[config.mk]
export PLATFORM = sky130hd
export DESIGN_NAME = brick_operand_slicer_flat
export DESIGN_NICKNAME = d
export VERILOG_FILES = /design/src/rtl/brick_operand_slicer_if.sv /design/src/rtl/brick_operand_slicer.sv /design/src/flat_wrapper.sv
export SDC_FILE = /design/constraint.sdc
export NUM_CORES = 1
export LEC_CHECK = 0
export BUFFER_PORTS_ARGS = -buffer_cell sky130_fd_sc_hd__buf_2
export CORE_MARGIN = 2
export CORE_UTILIZATION = 55
export CTS_BUF_LIST = sky130_fd_sc_hd__clkbuf_4
export DETAILED_ROUTE_END_ITERATION = 8
export PLACE_DENSITY = 0.82
export SYNTH_ARGS = -nofsm -noshare
export SYNTH_HDL_FRONTEND = slang
export SYNTH_SLANG_ARGS = --single-unit
[constraint.sdc]
create_clock -name clk -period 5.4 [get_ports clk]
set_input_delay 0.81 -clock clk [delete_from_list [all_inputs] [get_ports clk]]
set_output_delay 0.81 -clock clk [all_outputs]
set_load 0.01 [all_outputs]
[src/rtl/brick_operand_slicer_if.sv]
// Handshake bundle for the operand slicer: operand-pair input channel and
// 2-bit chunk-pair beat output channel toward the bit_brick multiplier.
interface brick_operand_slicer_if;
  logic       in_valid;
  logic       in_ready;
  logic [7:0] act;
  logic [7:0] wgt;
  logic       act_signed;
  logic       wgt_signed;
  logic [1:0] prec;
  logic       out_valid;
  logic       out_ready;
  logic [1:0] out_x;
  logic [1:0] out_y;
  logic       out_sx;
  logic       out_sy;
  logic [3:0] out_shift;
  logic       out_last;
  logic       out_empty;

  modport master (
    output in_valid, act, wgt, act_signed, wgt_signed, prec, out_ready,
    input  in_ready, out_valid, out_x, out_y, out_sx, out_sy, out_shift,
           out_last, out_empty
  );

  modport slave (
    input  in_valid, act, wgt, act_signed, wgt_signed, prec, out_ready,
    output in_ready, out_valid, out_x, out_y, out_sx, out_sy, out_shift,
           out_last, out_empty
  );
endinterface

[src/rtl/brick_operand_slicer.sv]
// Splits an act/wgt pair into 2-bit chunk pairs and issues them one per beat,
// weight chunk outer / activation chunk inner, skipping all-zero weight chunks.
module brick_operand_slicer #(
  parameter bit SKIP_ZERO = 1'b1
) (
  input  logic                   clk,
  input  logic                   rst,
  brick_operand_slicer_if.slave  bus
);

  typedef enum logic {IDLE, ISSUE} state_t;

  state_t     state, state_nxt;
  logic [7:0] act_q, wgt_q;
  logic       asg_q, wsg_q, empty_q;
  logic [1:0] nmax_q, i_q, j_q;
  logic [3:0] wmask_q;

  logic [1:0] nmax_in, jfirst_in, jnext;
  logic [3:0] wmask_in;
  logic [2:0] chunk_sum;
  logic       more, last, issuing, accept, fire;

  assign issuing = (state == ISSUE);
  assign accept  = bus.in_valid && bus.in_ready;
  assign fire    = issuing && bus.out_ready;

  // Decode the offered operation: highest chunk index, weight-chunk mask, first j.
  always_comb begin : in_decode
    nmax_in   = (bus.prec == 2'b00) ? 2'd0 : (bus.prec == 2'b01) ? 2'd1 : 2'd3;
    wmask_in  = '0;
    jfirst_in = 2'd0;
    for (int k = 0; k < 4; k++)
      if (k <= int'(nmax_in))
        wmask_in[k] = !SKIP_ZERO || (bus.wgt[2*k +: 2] != 2'b00);
    for (int k = 3; k >= 0; k--)
      if (wmask_in[k]) jfirst_in = 2'(k);
  end

  always_comb begin : next_weight_chunk
    more  = 1'b0;
    jnext = j_q;
    for (int k = 3; k >= 0; k--)
      if (wmask_q[k] && (2'(k) > j_q)) begin
        more  = 1'b1;
        jnext = 2'(k);
      end
  end

  assign last = empty_q || ((i_q == nmax_q) && !more);

  always_ff @(posedge clk or posedge rst) begin : state_reg
    if (rst) state <= IDLE;
    else     state <= state_nxt;
  end

  always_comb begin : next_state
    state_nxt = state;
    case (state)
      IDLE:    if (accept) state_nxt = ISSUE;
      ISSUE:   if (fire && last && !accept) state_nxt = IDLE;
      default: state_nxt = IDLE;
    endcase
  end

  // A new operation is taken either from IDLE or on the final beat's handshake,
  // so consecutive operations issue with no bubble between them.
  always_ff @(posedge clk or posedge rst) begin : operand_regs
    if (rst) begin
      act_q   <= '0;
      wgt_q   <= '0;
      asg_q   <= 1'b0;
      wsg_q   <= 1'b0;
      empty_q <= 1'b0;
      nmax_q  <= '0;
      wmask_q <= '0;
      i_q     <= '0;
      j_q     <= '0;
    end else if (accept) begin
      act_q   <= bus.act;
      wgt_q   <= bus.wgt;
      asg_q   <= bus.act_signed;
      wsg_q   <= bus.wgt_signed;
      empty_q <= (wmask_in == 4'b0000);
      nmax_q  <= nmax_in;
      wmask_q <= wmask_in;
      i_q     <= 2'd0;
      j_q     <= jfirst_in;
    end else if (fire && !last) begin
      if (i_q == nmax_q) begin
        i_q <= 2'd0;
        j_q <= jnext;
      end else begin
        i_q <= i_q + 2'd1;
      end
    end
  end

  assign chunk_sum = {1'b0, i_q} + {1'b0, j_q};

  always_comb begin : outputs
    bus.out_valid = issuing;
    bus.in_ready  = !rst && (!issuing || (bus.out_ready && last));
    bus.out_x     = empty_q ? 2'b00 : act_q[{i_q, 1'b0} +: 2];
    bus.out_y     = empty_q ? 2'b00 : wgt_q[{j_q, 1'b0} +: 2];
    bus.out_sx    = asg_q && (i_q == nmax_q) && !empty_q;
    bus.out_sy    = wsg_q && (j_q == nmax_q) && !empty_q;
    bus.out_shift = {chunk_sum, 1'b0};
    bus.out_last  = issuing && last;
    bus.out_empty = empty_q;
  end

endmodule

[src/flat_wrapper.sv]
// flat-port wrapper written by rule: the top's interface ports become plain ports
module brick_operand_slicer_flat 
#(
  parameter bit SKIP_ZERO = 1'b1
)
  (clk, rst, bus_in_valid, bus_act, bus_wgt, bus_act_signed, bus_wgt_signed, bus_prec, bus_out_ready, bus_in_ready, bus_out_valid, bus_out_x, bus_out_y, bus_out_sx, bus_out_sy, bus_out_shift, bus_out_last, bus_out_empty);
  brick_operand_slicer_if bus_i ();
  input  logic clk;
  input  logic rst;
  input wire logic [$bits(bus_i.in_valid)-1:0] bus_in_valid;
  input wire logic [$bits(bus_i.act)-1:0] bus_act;
  input wire logic [$bits(bus_i.wgt)-1:0] bus_wgt;
  input wire logic [$bits(bus_i.act_signed)-1:0] bus_act_signed;
  input wire logic [$bits(bus_i.wgt_signed)-1:0] bus_wgt_signed;
  input wire logic [$bits(bus_i.prec)-1:0] bus_prec;
  input wire logic [$bits(bus_i.out_ready)-1:0] bus_out_ready;
  output wire logic [$bits(bus_i.in_ready)-1:0] bus_in_ready;
  output wire logic [$bits(bus_i.out_valid)-1:0] bus_out_valid;
  output wire logic [$bits(bus_i.out_x)-1:0] bus_out_x;
  output wire logic [$bits(bus_i.out_y)-1:0] bus_out_y;
  output wire logic [$bits(bus_i.out_sx)-1:0] bus_out_sx;
  output wire logic [$bits(bus_i.out_sy)-1:0] bus_out_sy;
  output wire logic [$bits(bus_i.out_shift)-1:0] bus_out_shift;
  output wire logic [$bits(bus_i.out_last)-1:0] bus_out_last;
  output wire logic [$bits(bus_i.out_empty)-1:0] bus_out_empty;
  assign bus_i.in_valid = bus_in_valid;
  assign bus_i.act = bus_act;
  assign bus_i.wgt = bus_wgt;
  assign bus_i.act_signed = bus_act_signed;
  assign bus_i.wgt_signed = bus_wgt_signed;
  assign bus_i.prec = bus_prec;
  assign bus_i.out_ready = bus_out_ready;
  assign bus_in_ready = bus_i.in_ready;
  assign bus_out_valid = bus_i.out_valid;
  assign bus_out_x = bus_i.out_x;
  assign bus_out_y = bus_i.out_y;
  assign bus_out_sx = bus_i.out_sx;
  assign bus_out_sy = bus_i.out_sy;
  assign bus_out_shift = bus_i.out_shift;
  assign bus_out_last = bus_i.out_last;
  assign bus_out_empty = bus_i.out_empty;
  brick_operand_slicer #(.SKIP_ZERO(SKIP_ZERO)) u_core (.clk(clk), .rst(rst), .bus(bus_i));
endmodule
### After elaboration in Yosys (flattened, before gate mapping)

Index checks and enable logic that the tools add are counted.

* register bits after elaboration: 30
* latch bits: 0
* memory bits (writable): 0
* bits in read-only memories: 0
* bits of input ports: 24
* output and inout port bits: 14
* word-level logic and storage cells: 88
* memories kept: 0

* add/sub/neg operators: 2
* $mul: 0
* divide/modulo/power cells: 0
* $lt $le $gt $ge: 7
* equality and inequality tests: 3
* shifts and indexed selects: 2
* multiplexer cells: 28
* bitwise gates (word level): 1
* reduce and logical (&&, ||, !) cells: 35

Operators with widths (number)
* 2-bit 2-to-1 mux: 18
* 1-bit logical AND: 17
* 8-bit by 4-bit variable part select with 2-bit output: 2
* 2-bit nonzero test: 6
* 1-bit 2-to-1 mux: 9
* 1-bit logical NOT: 6
* 5-bit nonzero test: 1
* 2-bit == test: 2
* 1-bit by 2-bit greater-than comparator with 1-bit output, first input constant: 2
* 2-bit greater-than comparator, first input constant: 2
* 2-bit <= comparator, first input constant: 2
* 4-bit logical NOT: 1
* 2-bit by 2-bit adder with 3-bit output: 1
* 3-bit AND reduction: 1
* 2-bit by 1-bit adder with 2-bit output, second input constant: 1
* 2-bit by 1-bit == test with 1-bit output, second input constant: 1
* 1-bit by 2-bit <= comparator with 1-bit output, first input constant: 1
* 2-bit logical NOT: 1
* 1-bit logical OR: 2
* 1-bit case mux with 2 select lines: 1
* 1-bit NOT: 1

### Longest topological paths before layout

* depth in word-level cells: 17
* mapped depth: 7
* gate-level depth less buffers: 5

### Least setup slack after synthesis

OpenSTA, ideal clock, no wires.

* path type: register to output
* start: reg u_core.i_q[0]
* end: out bus_in_ready
* arrival: 1.362 ns
* data required time: 4.590 ns
* path slack: 3.228 ns
* cell stages (with the launch flop): 7
* buffers on the path: 1
* cells stage by stage: dfrtp_1 -> buf_6 -> xor2_1 -> nor2_2 -> a21oi_2 -> nand2b_1 -> a21oi_1

* word-level cells in the longest chain between the ends: 6

RTL lines
* start, declared: RTL line brick_operand_slicer.sv:16 `logic [1:0] nmax_q, i_q, j_q;`
* start signal, assigned: RTL line brick_operand_slicer.sv:94 `i_q <= i_q + 2'd1;`
* 2-bit == test: RTL line brick_operand_slicer.sv:50 `assign last = empty_q || ((i_q == nmax_q) && !more);`
* 1-bit logical AND: RTL line brick_operand_slicer.sv:50
* 1-bit logical OR: RTL line brick_operand_slicer.sv:50
* 1-bit logical AND: RTL line brick_operand_slicer.sv:103 `bus.in_ready = !rst && (!issuing || (bus.out_ready && last));`
* 1-bit logical OR: RTL line brick_operand_slicer.sv:103
* 1-bit logical AND: RTL line brick_operand_slicer.sv:103
* end, declared: RTL line flat_wrapper.sv:17 `output wire logic [$bits(bus_i.in_ready)-1:0] bus_in_ready;`

Every way passes these cells.

### Worst setup path in the final report

* start: reg u_core.j_q[0]
* end: out bus_in_ready

* word-level cells in the longest chain between the ends: 12
* elaborated cells between the ends (all ways): 18
* classes of those cells: order compare (4); mux (4); reduce/logical (10)

RTL lines
* start, declared: RTL line brick_operand_slicer.sv:16
* start signal, assigned: RTL line brick_operand_slicer.sv:88 `j_q <= jfirst_in;`
* start signal, assigned: RTL line brick_operand_slicer.sv:92 `j_q <= jnext;`
* 2-bit greater-than comparator: RTL line brick_operand_slicer.sv:44 `if (wmask_q[k] && (2'(k) > j_q)) begin`
* 1-bit logical AND: RTL line brick_operand_slicer.sv:44
* 1-bit 2-to-1 mux (3 in a row): RTL line brick_operand_slicer.sv:44
* 1-bit 2-to-1 mux (*): RTL line brick_operand_slicer.sv:44
* 1-bit logical NOT (*): RTL line brick_operand_slicer.sv:50
* 1-bit logical AND (*): RTL line brick_operand_slicer.sv:50
* 1-bit logical OR (*): RTL line brick_operand_slicer.sv:50
* 1-bit logical AND (*): RTL line brick_operand_slicer.sv:103
* 1-bit logical OR (*): RTL line brick_operand_slicer.sv:103
* 1-bit logical AND (*): RTL line brick_operand_slicer.sv:103

Every way passes the cells marked *; elsewhere a longest branch is shown, timed or not.

==> results.py <==
metrics = {
    "logic_synthesis": {
        "synth_top_flop_cell": "dfrtp_1",
        "yosysSeqAreaShare_pct": 45.7,
        "synth.distinct_cells": 38,
        "async_reset_ff_share_pct": 100,
        "avgSynthCellArea_um2": 13.0,
        "synth_cells": 122,
        "synth.net_count": 148,
        "synth_seq_cells": 29,
        "synth_warnings": 0,
        "syn-cell-area_um2": 1590,
        "synth_enable_flop_cells": 0,
    },
    "clock_tree": {
        "cts.clk_slew.worst_paths_ns": 0.08,
        "htreeDepth": 2,
        "cts_tree": "yes",
        "cts_buffer_depth": 2,
        "post_cts_resized": 0,
        "cts_num_sinks": 29,
        "cts_buffers": 5,
        "root_buffer": "clkbuf_4",
        "postCtsHoldBufs": 0,
        "clk_latency_ns": 0.32,
        "postCtsSetupBuffers": 0,
    },
    "setup_path": {
        "critPathCaptureType": "output pin",
        "max_stage_delay_ns": 0.58,
        "slowest_stage": "dfrtp_1",
        "cp.required_ns": 4.59,
        "r2r_cells": 5,
        "arrival_ns": 1.88,
        "crit_type": "reg -> out",
        "crit_fanout": 8,
        "worstSetupStartpointType": "flip-flop",
        "worstPathCellList": "nor2b_2 > o311ai_4 > a21oi_2 > nand2b_1 > a21oi_1 > buf_2",
    },
    "placement": {
        "placed_cell_area_um2": 1750,
        "dp_slack_ns": 2.78,
        "dp_hpwl_um": 2180,
        "numPortBuffers": 36,
        "gp_congestion": 0.784,
    },
    "grt": {
        "grt_pass1_vias": 1126,
        "grt_start_max_net_pins": 30,
        "busiest_layer": "met2",
        "use_met3_pct": 4.69,
        "grt_overflow_total": 0,
        "antenna_found_initial": 0,
        "met2_usage_pct": 32.3,
        "grt.met1_usage_pct": 27.1,
        "grt_pass1_wl_um": 5180,
        "grt_usage_pct": 20.8,
    },
    "routing": {
        "post_drt_wl_per_cell_um": 15.5,
        "vias": 1073,
        "viasPerCell": 5.62,
        "firstDrtPassIters": 4,
        "drc": 0,
        "first_iter_violations": 24,
        "ant_nets": 0,
        "wl_um": 2970,
    },
    "sta": {
        "layout_setup_ws_ns": 2.71,
        "post-route-min-period_ns": 2.69,
        "max-slew-margin-rel_pct": 30.6,
        "fmax_mhz": 371,
        "finalHoldViolations": 0,
        "fin_skew_ns": 0.00853,
        "fin_crit_sh_pct": 49.9,
        "worstMarginPinSlew_ns": 1.04,
        "finalSetupViolCount": 0,
        "rsz0062_at_grt": "no",
        "drv_slew": 0,
        "fin_setup_tns_ns": 0,
    },
    "pwr": {
        "p_per_area_nw_per_um2": 588,
        "power_leakage_uw": 0.000827,
        "ir_drop_uv": 439,
    },
    "layout": {
        "postLayoutCoreUtil_pct": 65.4,
        "layout_commonest_cell": "buf_2",
        "antenna_cells": 0,
        "fill_cells": 214,
        "final_cell_mix": "buf_2 (36), dfrtp_1 (29), mux2_4 (10), mux2i_1 (7), mux2_2 (7)",
        "area_delta_synth_final_pct": 13.6,
        "final_cell_area_um2": 1800,
        "drive_above_1_share_pct": 42.5,
        "finalNetCount": 186,
    },
    "floorplan": {
        "core_um2": 2760,
        "num_io_pins": 38,
        "die-area_um2": 3330,
        "start_util_pct": 57.6,
        "rows": 19,
        "die_x_um": 57.7,
        "dieHeight_um": 57.7,
    },
    "min_path": {
        "hold_depth": 1,
        "worst_hold_path_type": "reg -> reg",
    },
    "flow_run": {
        "cap_violations": 0,
    },
    "status": {
        "outcome": "finished, final reports clean",
    },
}
area by class of cell:
| type | count | area, um^2 | area share (%) |
|---|---|---|---|
| multi-input combinational | 83 | 791 | 43.9 |
| sequential | 29 | 726 | 40.2 |
| timing repair buffer | 36 | 180 | 9.99 |
| clock buffer | 6 | 45.0 | 2.50 |
| tap | 31 | 38.8 | 2.15 |
| inverter | 5 | 18.8 | 1.04 |
| clock inverter | 1 | 3.75 | 0.208 |
logic make-up after synthesis:
logic type      count (synthesis)  synth area share (%)
compound gates                 15                  8.20
other cells                     1                 0.236
simple gates                   30                  10.5
flops                          29                  45.7
mux                            31                  26.6
fa+ha+maj                       2                  2.05
buf+inv                        10                  4.49
xor+xnor                        4                  2.21
metrics by stage:
stage / hold slack (ns) / total power (uW) / std cells
floorplan: 0.449 / 824 / 122
global placement: 0.464 / 923 / 184
detailed placement: 0.467 / 945 / 184
CTS: 0.486 / 1070 / 191
global route: 0.522 / 1150 / 191
finish: 0.483 / 1060 / 191
worst max-delay path, delay by kind of cell (launching register included):
kind | cells | cell delay, ns
AO/OA/AOI/OAI | 3 | 0.57
buffers and inverters | 1 | 0.14
AND/OR/NAND/NOR | 2 | 0.29
flip-flops | 1 | 0.58
metal layers:
metal / part of all wire, % / wire, um / up-vias
met4: 2.8 / 82 / 0
met3: 4.4 / 132 / 9
met1: 46 / 1360 / 523
met2: 47 / 1390 / 35
met5: 0 / 0 / -
li1: - / - / 506
synthesized netlist by cell type (2+ instances only):
cell type / count / share of area (%)
nor3_1: 2 / 0.63
mux2i_1: 7 / 4.4
nand2b_1: 5 / 2.0
mux2_1: 3 / 2.1
nor2_1: 6 / 1.4
mux4_2: 4 / 5.7
buf_4: 2 / 0.95
buf_6: 2 / 1.4
xor2_1: 2 / 1.1
dfrtp_1: 29 / 46
inv_1: 5 / 1.2
nor2b_1: 3 / 1.2
mux2_4: 10 / 9.5
o21ai_0: 4 / 1.3
xnor2_1: 2 / 1.1
nand2_1: 3 / 0.71
a21oi_1: 3 / 0.95
mux2_2: 7 / 5.0
and2_1: 4 / 1.6
where the power goes:
part | switching, uW | total (uW) | internal (uW)
logic | 215 | 511 | 295
clock network | 69.1 | 121 | 52.2
registers | 104 | 428 | 324
total | 388 | 1060 | 671
state kept, by name (all words and copies together), names as in the netlist:
register / cells
u_core.act_q: 8
u_core.wgt_q: 8
u_core.wmask_q: 3
u_core.i_q: 2
u_core.j_q: 2
u_core.nmax_q: 2
u_core.asg_q: 1
u_core.bus.out_empty: 1
u_core.bus.out_valid: 1
u_core.wsg_q: 1
worst paths after layout:
path                                      startpoint  slack, ns                           to
max in group asynchronous                        rst       4.01  u_core.wgt_q[0]$_DFFE_PP0P_
min in group asynchronous                        rst       0.75     u_core.asg_q$_DFFE_PP0P_
max reg2reg                u_core.j_q[0]$_DFFE_PP0P_       2.94  u_core.act_q[7]$_DFFE_PP0P_
min reg2reg                 u_core.wsg_q$_DFFE_PP0P_       0.48     u_core.wsg_q$_DFFE_PP0P_
max                        u_core.j_q[0]$_DFFE_PP0P_       2.71                 bus_in_ready
min                         u_core.wsg_q$_DFFE_PP0P_       0.48     u_core.wsg_q$_DFFE_PP0P_
Power figures use the tool's default switching activity.
